--- src/rtl/axi_xbar_pkg.sv ---
// Shared write-path crossbar definitions: master tags, slave address map,
// slave/state enums and the address decoder.
package axi_xbar_pkg;

    localparam logic [3:0] TAG_M1  = 4'b0010;
    localparam logic [3:0] TAG_M2  = 4'b0100;
    localparam int         NUM_SLV = 6;

    localparam logic [31:0] S0_BASE = 32'h0000_0000, S0_LIMIT = 32'h0000_1FFF;
    localparam logic [31:0] S1_BASE = 32'h0001_0000, S1_LIMIT = 32'h0001_FFFF;
    localparam logic [31:0] S2_BASE = 32'h0002_0000, S2_LIMIT = 32'h0002_FFFF;
    localparam logic [31:0] S3_BASE = 32'h1002_0000, S3_LIMIT = 32'h1002_03FF;
    localparam logic [31:0] S4_BASE = 32'h1001_0000, S4_LIMIT = 32'h1001_03FF;
    localparam logic [31:0] S5_BASE = 32'h2000_0000, S5_LIMIT = 32'h201F_FFFF;

    typedef enum logic [2:0] {
        SLV_ROM  = 3'd0,
        SLV_IM   = 3'd1,
        SLV_DM   = 3'd2,
        SLV_DMA  = 3'd3,
        SLV_WDT  = 3'd4,
        SLV_DRAM = 3'd5
    } slv_idx_e;

    typedef enum logic [1:0] {
        ST_IDLE = 2'd0,
        ST_SEND = 2'd1,
        ST_DATA = 2'd2
    } aw_state_e;

    typedef struct packed {
        logic     mapped;
        slv_idx_e idx;
    } dec_res_t;

    // Offset compare wraps below base, so one unsigned test covers both ends.
    function automatic logic in_range(input logic [31:0] addr,
                                      input logic [31:0] base,
                                      input logic [31:0] limit);
        return (addr - base) <= (limit - base);
    endfunction

    function automatic dec_res_t decode_addr(input logic [31:0] addr);
        dec_res_t res;
        res.mapped = 1'b1;
        res.idx    = SLV_ROM;
        if (in_range(addr, S0_BASE, S0_LIMIT))      res.idx = SLV_ROM;
        else if (in_range(addr, S1_BASE, S1_LIMIT)) res.idx = SLV_IM;
        else if (in_range(addr, S2_BASE, S2_LIMIT)) res.idx = SLV_DM;
        else if (in_range(addr, S3_BASE, S3_LIMIT)) res.idx = SLV_DMA;
        else if (in_range(addr, S4_BASE, S4_LIMIT)) res.idx = SLV_WDT;
        else if (in_range(addr, S5_BASE, S5_LIMIT)) res.idx = SLV_DRAM;
        else                                        res.mapped = 1'b0;
        return res;
    endfunction

endpackage

--- src/rtl/rr_arb2.sv ---
// Two-requester round-robin arbiter. The pointer only moves on upd, pointing
// away from the requester named by last_idx.
module rr_arb2 (
    input  logic       clk,
    input  logic       rst,
    input  logic [1:0] req,
    input  logic       upd,
    input  logic       last_idx,
    output logic [1:0] gnt,
    output logic       gnt_idx
);

    logic ptr_q;  // 0 favours req[0], 1 favours req[1]

    always_ff @(posedge clk or negedge rst) begin
        if (!rst)     ptr_q <= 1'b0;
        else if (upd) ptr_q <= ~last_idx;
    end

    always_comb begin
        gnt_idx = 1'b0;
        gnt     = 2'b00;
        if (req[1] && (!req[0] || ptr_q)) gnt_idx = 1'b1;
        if (gnt_idx)     gnt = 2'b10;
        else if (req[0]) gnt = 2'b01;
    end

endmodule

--- src/rtl/write_addr_arbiter.sv ---
// AW-channel arbiter for masters M1/M2: grants one request, decodes it to one of
// six slaves, presents it, then holds the bus until the write burst finishes.
module write_addr_arbiter
    import axi_xbar_pkg::*;
#(
    parameter int ID_W   = 4,
    parameter int IDS_W  = 8,
    parameter int ADDR_W = 32
) (
    input  logic              clk,
    input  logic              rst,
    input  logic [ID_W-1:0]   AWID_M1,
    input  logic [ADDR_W-1:0] AWADDR_M1,
    input  logic [3:0]        AWLEN_M1,
    input  logic [2:0]        AWSIZE_M1,
    input  logic [1:0]        AWBURST_M1,
    input  logic              AWVALID_M1,
    output logic              AWREADY_M1,
    input  logic [ID_W-1:0]   AWID_M2,
    input  logic [ADDR_W-1:0] AWADDR_M2,
    input  logic [3:0]        AWLEN_M2,
    input  logic [2:0]        AWSIZE_M2,
    input  logic [1:0]        AWBURST_M2,
    input  logic              AWVALID_M2,
    output logic              AWREADY_M2,
    output logic [IDS_W-1:0]  AWID_S0, AWID_S1, AWID_S2, AWID_S3, AWID_S4, AWID_S5,
    output logic [ADDR_W-1:0] AWADDR_S0, AWADDR_S1, AWADDR_S2, AWADDR_S3, AWADDR_S4, AWADDR_S5,
    output logic [3:0]        AWLEN_S0, AWLEN_S1, AWLEN_S2, AWLEN_S3, AWLEN_S4, AWLEN_S5,
    output logic [2:0]        AWSIZE_S0, AWSIZE_S1, AWSIZE_S2, AWSIZE_S3, AWSIZE_S4, AWSIZE_S5,
    output logic [1:0]        AWBURST_S0, AWBURST_S1, AWBURST_S2, AWBURST_S3, AWBURST_S4, AWBURST_S5,
    output logic              AWVALID_S0, AWVALID_S1, AWVALID_S2, AWVALID_S3, AWVALID_S4, AWVALID_S5,
    input  logic              AWREADY_S0, AWREADY_S1, AWREADY_S2, AWREADY_S3, AWREADY_S4, AWREADY_S5,
    input  logic              w_last_hs,
    output logic              decerr
);

    // state   | meaning
    // IDLE    | no write outstanding; arbitrate and accept one master request
    // SEND    | AWVALID raised on the decoded slave, waiting for its AWREADY
    // DATA    | address delivered (or unmapped); wait for the last W beat

    aw_state_e           state_q, state_d;
    logic [IDS_W-1:0]    id_q;
    logic [ADDR_W-1:0]   addr_q;
    logic [3:0]          len_q;
    logic [2:0]          size_q;
    logic [1:0]          burst_q;
    slv_idx_e            slv_q;
    logic                decerr_q;
    logic                gnt_idx_q;

    logic [1:0]          req, gnt;
    logic                gnt_idx;
    logic                capture, done;
    logic [NUM_SLV-1:0]  slv_ready, slv_valid;
    logic [ADDR_W-1:0]   addr_mux;
    logic [IDS_W-1:0]    id_mux;
    dec_res_t            dec;

    assign req       = {AWVALID_M2, AWVALID_M1};
    assign slv_ready = {AWREADY_S5, AWREADY_S4, AWREADY_S3, AWREADY_S2, AWREADY_S1, AWREADY_S0};

    rr_arb2 u_arb (
        .clk      (clk),
        .rst      (rst),
        .req      (req),
        .upd      (done),
        .last_idx (gnt_idx_q),
        .gnt      (gnt),
        .gnt_idx  (gnt_idx)
    );

    assign addr_mux = gnt_idx ? AWADDR_M2 : AWADDR_M1;
    assign id_mux   = gnt_idx ? IDS_W'({TAG_M2, AWID_M2}) : IDS_W'({TAG_M1, AWID_M1});
    assign dec      = decode_addr(32'(addr_mux));

    always_ff @(posedge clk or negedge rst) begin
        if (!rst) state_q <= ST_IDLE;
        else      state_q <= state_d;
    end

    // AWREADY is gated by rst so a master holding AWVALID during reset sees no accept.
    always_comb begin
        state_d    = state_q;
        capture    = 1'b0;
        done       = 1'b0;
        slv_valid  = '0;
        AWREADY_M1 = 1'b0;
        AWREADY_M2 = 1'b0;
        unique case (state_q)
            ST_IDLE: begin
                if (rst && (|req)) begin
                    capture    = 1'b1;
                    AWREADY_M1 = gnt[0];
                    AWREADY_M2 = gnt[1];
                    state_d    = dec.mapped ? ST_SEND : ST_DATA;
                end
            end
            ST_SEND: begin
                slv_valid[slv_q] = 1'b1;
                if (slv_ready[slv_q]) state_d = ST_DATA;
            end
            ST_DATA: begin
                if (w_last_hs) begin
                    done    = 1'b1;
                    state_d = ST_IDLE;
                end
            end
            default: state_d = ST_IDLE;
        endcase
    end

    always_ff @(posedge clk or negedge rst) begin
        if (!rst) begin
            id_q      <= '0;
            addr_q    <= '0;
            len_q     <= '0;
            size_q    <= '0;
            burst_q   <= '0;
            slv_q     <= SLV_ROM;
            decerr_q  <= 1'b0;
            gnt_idx_q <= 1'b0;
        end else if (capture) begin
            id_q      <= id_mux;
            addr_q    <= addr_mux;
            len_q     <= gnt_idx ? AWLEN_M2   : AWLEN_M1;
            size_q    <= gnt_idx ? AWSIZE_M2  : AWSIZE_M1;
            burst_q   <= gnt_idx ? AWBURST_M2 : AWBURST_M1;
            slv_q     <= dec.idx;
            decerr_q  <= ~dec.mapped;
            gnt_idx_q <= gnt_idx;
        end else if (done) begin
            decerr_q  <= 1'b0;
        end
    end

    assign decerr = decerr_q;

    assign {AWVALID_S5, AWVALID_S4, AWVALID_S3, AWVALID_S2, AWVALID_S1, AWVALID_S0} = slv_valid;

    assign AWID_S0 = id_q;  assign AWADDR_S0 = addr_q;  assign AWLEN_S0 = len_q;
    assign AWID_S1 = id_q;  assign AWADDR_S1 = addr_q;  assign AWLEN_S1 = len_q;
    assign AWID_S2 = id_q;  assign AWADDR_S2 = addr_q;  assign AWLEN_S2 = len_q;
    assign AWID_S3 = id_q;  assign AWADDR_S3 = addr_q;  assign AWLEN_S3 = len_q;
    assign AWID_S4 = id_q;  assign AWADDR_S4 = addr_q;  assign AWLEN_S4 = len_q;
    assign AWID_S5 = id_q;  assign AWADDR_S5 = addr_q;  assign AWLEN_S5 = len_q;

    assign AWSIZE_S0 = size_q;  assign AWBURST_S0 = burst_q;
    assign AWSIZE_S1 = size_q;  assign AWBURST_S1 = burst_q;
    assign AWSIZE_S2 = size_q;  assign AWBURST_S2 = burst_q;
    assign AWSIZE_S3 = size_q;  assign AWBURST_S3 = burst_q;
    assign AWSIZE_S4 = size_q;  assign AWBURST_S4 = burst_q;
    assign AWSIZE_S5 = size_q;  assign AWBURST_S5 = burst_q;

endmodule
--- config.mk ---
export PLATFORM = sky130hd
export DESIGN_NAME = write_addr_arbiter
export DESIGN_NICKNAME = d
export VERILOG_FILES = /design/src/rtl/axi_xbar_pkg.sv /design/src/rtl/rr_arb2.sv /design/src/rtl/write_addr_arbiter.sv
export SDC_FILE = /design/constraint.sdc
export NUM_CORES = 1
export LEC_CHECK = 0
export ABC_CLOCK_PERIOD_IN_PS = 5400
export BUFFER_PORTS_ARGS = -buffer_cell sky130_fd_sc_hd__buf_2
export CAP_MARGIN = 10
export CELL_PAD_IN_SITES_DETAIL_PLACEMENT = 1
export CELL_PAD_IN_SITES_GLOBAL_PLACEMENT = 1
export CORE_AREA = 5 5 152 154
export CTS_CLUSTER_SIZE = 10
export DETAILED_ROUTE_END_ITERATION = 8
export DIE_AREA = 0 0 157 159
export PLACE_DENSITY = 0.83
export SYNTH_ARGS = -nofsm -noshare
export SYNTH_HDL_FRONTEND = slang
export SYNTH_SLANG_ARGS = --single-unit
--- constraint.sdc ---
create_clock -name clk -period 5.4 [get_ports clk]
set_input_delay 0.54 -clock clk [delete_from_list [all_inputs] [get_ports clk]]
set_output_delay 0.54 -clock clk [all_outputs]
set_load 0.02 [all_outputs]
==> results of run 1 <==
[kinds of logic (layout without fill, tap and decap cells)]
family	count (synthesis)	in the layout	synth area share [%]
buffers and inverters	275	405	38.2
AND/OR/NAND/NOR	214	214	19.0
AO/OA/AOI/OAI	96	96	12.6
flip-flops	54	54	26.3
multiplexers	12	12	2.60
XOR/XNOR	5	5	0.851
adder cells (fa/ha/maj)	2	2	0.486
other	1	12	0.0729
[worst max path at each step]
stage / from / to
floorplan: AWVALID_M1 / state_q[0]$_DFFE_PN0P_
global placement: AWVALID_M2 / decerr$_DFFE_PN0P_
detailed placement: AWVALID_M2 / decerr$_DFFE_PN0P_
CTS: AWVALID_M2 / decerr$_DFFE_PN0P_
global route: u_arb.ptr_q$_DFFE_PN0P_ / decerr$_DFFE_PN0P_
finish: AWVALID_M2 / decerr$_DFFE_PN0P_
[state kept, by name, indices dropped and copies added, names as in the netlist]
register / flops
AWADDR_S0: 32
AWID_S0: 6
AWLEN_S0: 4
AWSIZE_S0: 3
slv_q: 3
AWBURST_S0: 2
state_q: 2
decerr: 1
u_arb.ptr_q: 1
[final cells by class]
type | count | area, um2 | share of cell area (%)
Multi-Input combinational cell | 341 | 1880 | 32.9
Sequential cell | 54 | 1350 | 23.6
Inverter | 2 | 7.51 | 0.131
Tap cell | 280 | 350 | 6.11
Timing Repair Buffer | 395 | 1990 | 34.6
Clock inverter | 3 | 28.8 | 0.502
Clock buffer | 5 | 125 | 2.18
[per-stage QoR]
stage	instance area, um2	hold slack (ns)	instances
final	5730	0.431	1080
after global routing	5730	0.462	1080
after CTS	5730	0.449	1080
after detailed placement	5580	0.531	1072
after global placement	5580	0.540	1072
after floorplan	5190	0.244	670
[cell usage after synthesis (2+ instances only)]
cell      instances
nand4_1           2
o21ai_1           3
nand3b_1          3
buf_2             2
o22ai_1           2
nor2_1           51
nand2_1          94
a21o_1            5
o32ai_1           2
inv_1             2
nor4b_1           2
nor2b_1           4
a211oi_1          3
nand3_1          10
or4_1             5
buf_4           248
and3_1            5
xnor2_1           4
nand2b_1          3
dfrtp_1          54
nor3b_1           2
o21ai_0          20
ha_1              2
or3_4             2
a21oi_1           6
nor3_1           15
o31ai_1           4
mux2i_1          10
or3_1             5
a31oi_1          36
nor4_1            7
clkbuf_1         22
[power breakdown]
part / internal [uW] / switching (uW)
Combinational: 527 / 1230
Sequential: 512 / 178
Clock: 179 / 176
Total: 1220 / 1580
[worst register-to-register path, stage by stage, from the launching register on]
cell	delay, ns
dfrtp_1	0.42
nor2b_1	0.54
nor2_4	0.05
buf_4	0.32
mux2i_1	0.32
ha_1	0.36
o21a_1	0.19
mux2i_1	0.07
a311oi_1	0.34
o31ai_1	0.17
and4_4	0.25
a21o_1	0.17
[routing by layer]
layer  global-route usage, %  vias to the layer above  wire, um
met5                       0                        -         0
met4                    2.72                        0       182
met3                    3.13                       16      1490
met2                    26.4                      229      9860
met1                    15.3                     2218      6980
li1                        -                     2240         -
==> results.cfg, run 1 <==
[clock_tree]
root_buffer = clkbuf_16
cts_tree = built
cts_resized = 0
cts_max_level = 2
clk_pin_slew_ns = 0.08
cts_buffer_depth = 2
post_cts_buffers = 0
insertion_delay_ns = 0.31
numCtsBuffers = 5
cts_hold_buffers = 0
clkSinkCount = 54

[timing]
fin_skew_ns = 0.00577
grt_setup_unrepaired = no
slew-limit-headroom_pct = 43.1
fin_ws_ns = 2.09
timing.fmax_mhz = 302
finalCritPeriodShare_pct = 61.4
setup_tns_ns = 0
slew_viol_final = 0
min_period_ns = 3.31
hold_viol_final = 0
setup_violations = 0
tightest_slew_ns = 0.854

[floorplanning]
coreArea_um2 = 21600
initial_core_util_pct = 23.9
ios = 404
fp.dieH_um = 159
num_rows = 54
dieArea_um2 = 25000
die_w_um = 157

[synth]
netlist_instances = 659
async_flop_share_pct = 100
ys_warn_count = 0
synth_area_um2 = 5150
ys_types = 56
synth_area_leader_cell = buf_4
yosysSeqAreaShare_pct = 26.3
syn_avg_cell_area_um2 = 7.81
synth_edf_count = 0
yosys.area.top_type_share_pct = 36.2
synthFlopType = dfrtp_1
ys_top_cells_by_area = buf_4 (36%), dfrtp_1 (26%), nand2_1 (6.9%)
synth-seq-cells = 54

[worst_setup_path]
crit_path_top_delay_cell = buf_4
required_ns = 5.60
r2r_cells = 11
critPathBufInv = 3
r2r-end = decerr$_DFFE_PN0P_
rr_startpoint = u_arb.ptr_q$_DFFE_PN0P_
cp-end-kind = flip-flop
cpMostUsedCell = mux2i_1
slowest_delay_ns = 0.48
crit_type = in2reg
critPathTopFamily = buffers and inverters
r2r_setup_slack_ns = 2.10
crit_arrival_ns = 3.52
path_cells = buf_2, inv_1, nor2_4, buf_4, mux2i_1, ha_1, o21a_1, mux2i_1, a311oi_1, o31ai_1, and4_4, a21o_1
worst-path-max-fanout = 44
crit_cells = 12
cp-start-kind = input port

[global_route]
grt_max_degree = 75
track_usage_pct = 13.7
grt_pass1_vias = 4749
grt_overflow_total = 0
antenna_found_initial = 0
grt_pass1_wl_um = 27400

[detailed_routing]
dr.pass1.iters = 4
drt-initial-drc-count = 152
wl_per_cell_um = 17.1
viasPerCell = 4.35
drcViolationCount = 0
drtAntennaViolNets = 0
totalWireLength_um = 18500
vias = 4703

[place]
place_ws_ns = 1.79
port_buffers = 391
place.gp.congestion = 0.842
hpwl_um = 15100

[cells_and_area]
layout_commonest_cell = buf_2
final_cell_mix = buf_2 (391), nand2_1 (93), dfrtp_1 (54), nor2_1 (51), a31oi_1 (36)
antenna_cells = 0
fillers = 2723
drive_gt1_share_pct = 51.9
fin_util_pct = 26.6
layout.nets = 902
areaGrowthSynthToFinish_pct = 11.4

[pwr]
p_total_uw = 2800
leakage_uw = 0.00296
cellPowerDensity_nw_per_um2 = 488
ir_drop_mv = 0.144

[job]
drv_cap = 0

[run_status]
status = finished clean

[min_path]
min_path_type = in2async
Note: power is estimated with default switching activity, not from simulation.
==> run 2, diff against run 1 <==
- ABC_AREA: unset -> 1
- ABC_CLOCK_PERIOD_IN_PS: 5400 -> 3100
- CORE_AREA: 5 5 152 154 -> 5 5 156 158
- DIE_AREA: 0 0 157 159 -> 0 0 161 163
- PLACE_DENSITY: 0.83 -> 0.84
- clock period: 5.4 -> 3.1 ns (I/O delays scaled with it)
==> run 2 against run 1 <==
  * Synthesized cell count is 26% higher
  * Cell count is 18% higher
  * Global-route usage is 0.71 points higher
  * Register-to-register slack worse by 1.8 ns
  * Cell area is 9.3% higher
  * Hold slack worse by 0.21 ns
  * Utilization is 0.66 points higher
  * Critical path depth is 7 higher
  * First-iteration DRC count is 63% higher
  * Non-clock buffer count is 5 higher
  * Critical endpoint is now state_q[0]$_DFFE_PN0P_
  * Largest power group unchanged
==> results.cfg, run 2 <==
[global_route]
grt_pass1_wl_um = 30400
grt_pass1_vias = 5488
antenna_found_initial = 1
grt_max_degree = 66
grt_overflow_total = 0
track_usage_pct = 14.5

[clock_tree]
clkSinkCount = 54
clk_pin_slew_ns = 0.09
post_cts_buffers = 0
root_buffer = clkbuf_16
cts_tree = built
cts_max_level = 2
cts_buffer_depth = 2
cts_hold_buffers = 1
cts_resized = 0
numCtsBuffers = 5
insertion_delay_ns = 0.31

[cells_and_area]
layout_commonest_cell = buf_2
layout.nets = 1082
drive_gt1_share_pct = 46.6
largest_reg_flops = 32
areaGrowthSynthToFinish_pct = 10.5
antenna_cells = 0
fin_area_um2 = 6270
final_cell_mix = buf_2 (391), nand2_1 (242), nand3_1 (80), dfrtp_1 (54), nor2_1 (40)

[timing]
finalCritPeriodShare_pct = 90.9
setup_tns_ns = 0
timing.fmax_mhz = 355
fin_skew_ns = 0.0120
setup_violations = 0
min_period_ns = 2.82
slew_viol_final = 0
grt_setup_unrepaired = no
hold_viol_final = 0
tightest_slew_ns = 0.698
slew-limit-headroom_pct = 53.5

[worst_setup_path]
cp-end-kind = flip-flop
worst-path-max-fanout = 35
crit_arrival_ns = 3.01
required_ns = 3.30
cp-start-kind = flip-flop
crit_type = reg2reg

[pwr]
cellPowerDensity_nw_per_um2 = 1170
ir_drop_mv = 0.502
leakage_uw = 0.00377

[synth]
yosys-top-cells-count = buf_4 (251), nand2_1 (242), nand3_1 (80), dfrtp_1 (54), nor2_1 (41)
syn_avg_cell_area_um2 = 6.82
async_flop_share_pct = 100
yosysSeqAreaShare_pct = 23.8
netlist_instances = 831
synth_edf_count = 0
ys_types = 33
ys_top_cells_by_area = buf_4 (33%), dfrtp_1 (24%), nand2_1 (16%)
yosys.area.top_type_share_pct = 33.2
synth-seq-cells = 54
ys_warn_count = 0
yosysMostFrequentCell = buf_4
synth_area_leader_cell = buf_4
synth_area_um2 = 5670
synthFlopType = dfrtp_1

[detailed_routing]
vias = 5372
drcViolationCount = 0
wl_per_cell_um = 16.1
drtAntennaViolNets = 0
dr.pass1.iters = 4
drt-initial-drc-count = 248
viasPerCell = 4.23
totalWireLength_um = 20500

[floorplanning]
coreArea_um2 = 23000
die_w_um = 161
initial_core_util_pct = 24.7
dieArea_um2 = 26200
fp.dieH_um = 163
ios = 404
num_rows = 56

[run_status]
status = finished clean

[place]
postPlaceCellArea_um2 = 6080
port_buffers = 391
place.gp.congestion = 0.919
hpwl_um = 17100

[min_path]
min_path_type = in2reg

[job]
drv_cap = 0
run 2: final timing paths:
kind	start	endpoint	slack, ns	cells past startpoint
worst max-delay path	u_arb.ptr_q$_DFFE_PN0P_	state_q[0]$_DFFE_PN0P_	0.28	19
worst min-delay path	AWSIZE_M2[1]	AWSIZE_S0[1]$_DFFE_PN0P_	0.22	3
worst max register to register	u_arb.ptr_q$_DFFE_PN0P_	state_q[0]$_DFFE_PN0P_	0.28	19
worst min register to register	u_arb.ptr_q$_DFFE_PN0P_	u_arb.ptr_q$_DFFE_PN0P_	0.53	2
max in group asynchronous	rst	AWADDR_S0[5]$_DFFE_PN0P_	1.77	3
min in group asynchronous	rst	u_arb.ptr_q$_DFFE_PN0P_	0.38	2
run 2: logic make-up after synthesis:
| kind of cell | synth area share (%) |
|---|---|
| adder cells (fa/ha/maj) | 0.441 |
| flip-flops | 23.8 |
| buffers and inverters | 38.5 |
| AND/OR/NAND/NOR | 33.6 |
| other | 0.0661 |
| XOR/XNOR | 0.155 |
| AO/OA/AOI/OAI | 3.42 |
run 2: routing by layer:
layer / track usage, % / vias up / part of all wire [%] / wire [um]
li1: - / 2622 / - / -
met1: 16.7 / 2516 / 40 / 8230
met2: 26.7 / 209 / 51 / 10400
met3: 2.99 / 23 / 6.3 / 1300
met4: 4.58 / 2 / 2.4 / 493
met5: 0 / - / 0.064 / 13
run 2: final cells by class:
| cell class | instances | area [um2] |
|---|---|---|
| clock buffers | 5 | 125 |
| clock inverters | 3 | 48.8 |
| fillers | 2981 | 16700 |
| inverters | 45 | 170 |
| multi-input cells | 473 | 2180 |
| flip-flops and latches | 54 | 1350 |
| well taps | 290 | 363 |
| repair buffers | 400 | 2030 |
run 2: report_power, final:
group	leakage (uW)	internal (uW)	switching [uW]
sequential	0.000674	1010	562
combinational	0.00302	1490	3610
clock	0.0000819	388	299
run 2: stage by stage:
step / cells / setup WS [ns] / power (uW) / hold WS (ns) / utilization [%]
after global placement: 1261 / 0.430 / 6650 / 0.170 / 26.5
after global routing: 1270 / 0.000718 / 7810 / 0.210 / 27.3
after floorplan: 842 / 0.751 / 6590 / 0.0144 / -
after CTS: 1270 / 0.259 / 7480 / 0.199 / 27.3
after detailed placement: 1261 / 0.214 / 6760 / 0.169 / 26.5
final: 1270 / 0.282 / 7350 / 0.217 / 27.3
run 2: worst max-delay path, stage by stage, from the launching register on:
cell and delay, ns:
dfrtp_1 0.39, inv_2 0.05, nand2_2 0.11, nand2_4 0.35
nand2_1 0.12, nand2_2 0.14, ha_1 0.21, nand2_1 0.11
nor2_4 0.19, nand2_1 0.12, nand2_1 0.08, nand2_1 0.07
nand3_1 0.09, nor2_1 0.06, nand3_1 0.12, nand2_1 0.09
nor2_2 0.14, nand2_2 0.10, nand3_1 0.08, nand2_1 0.05
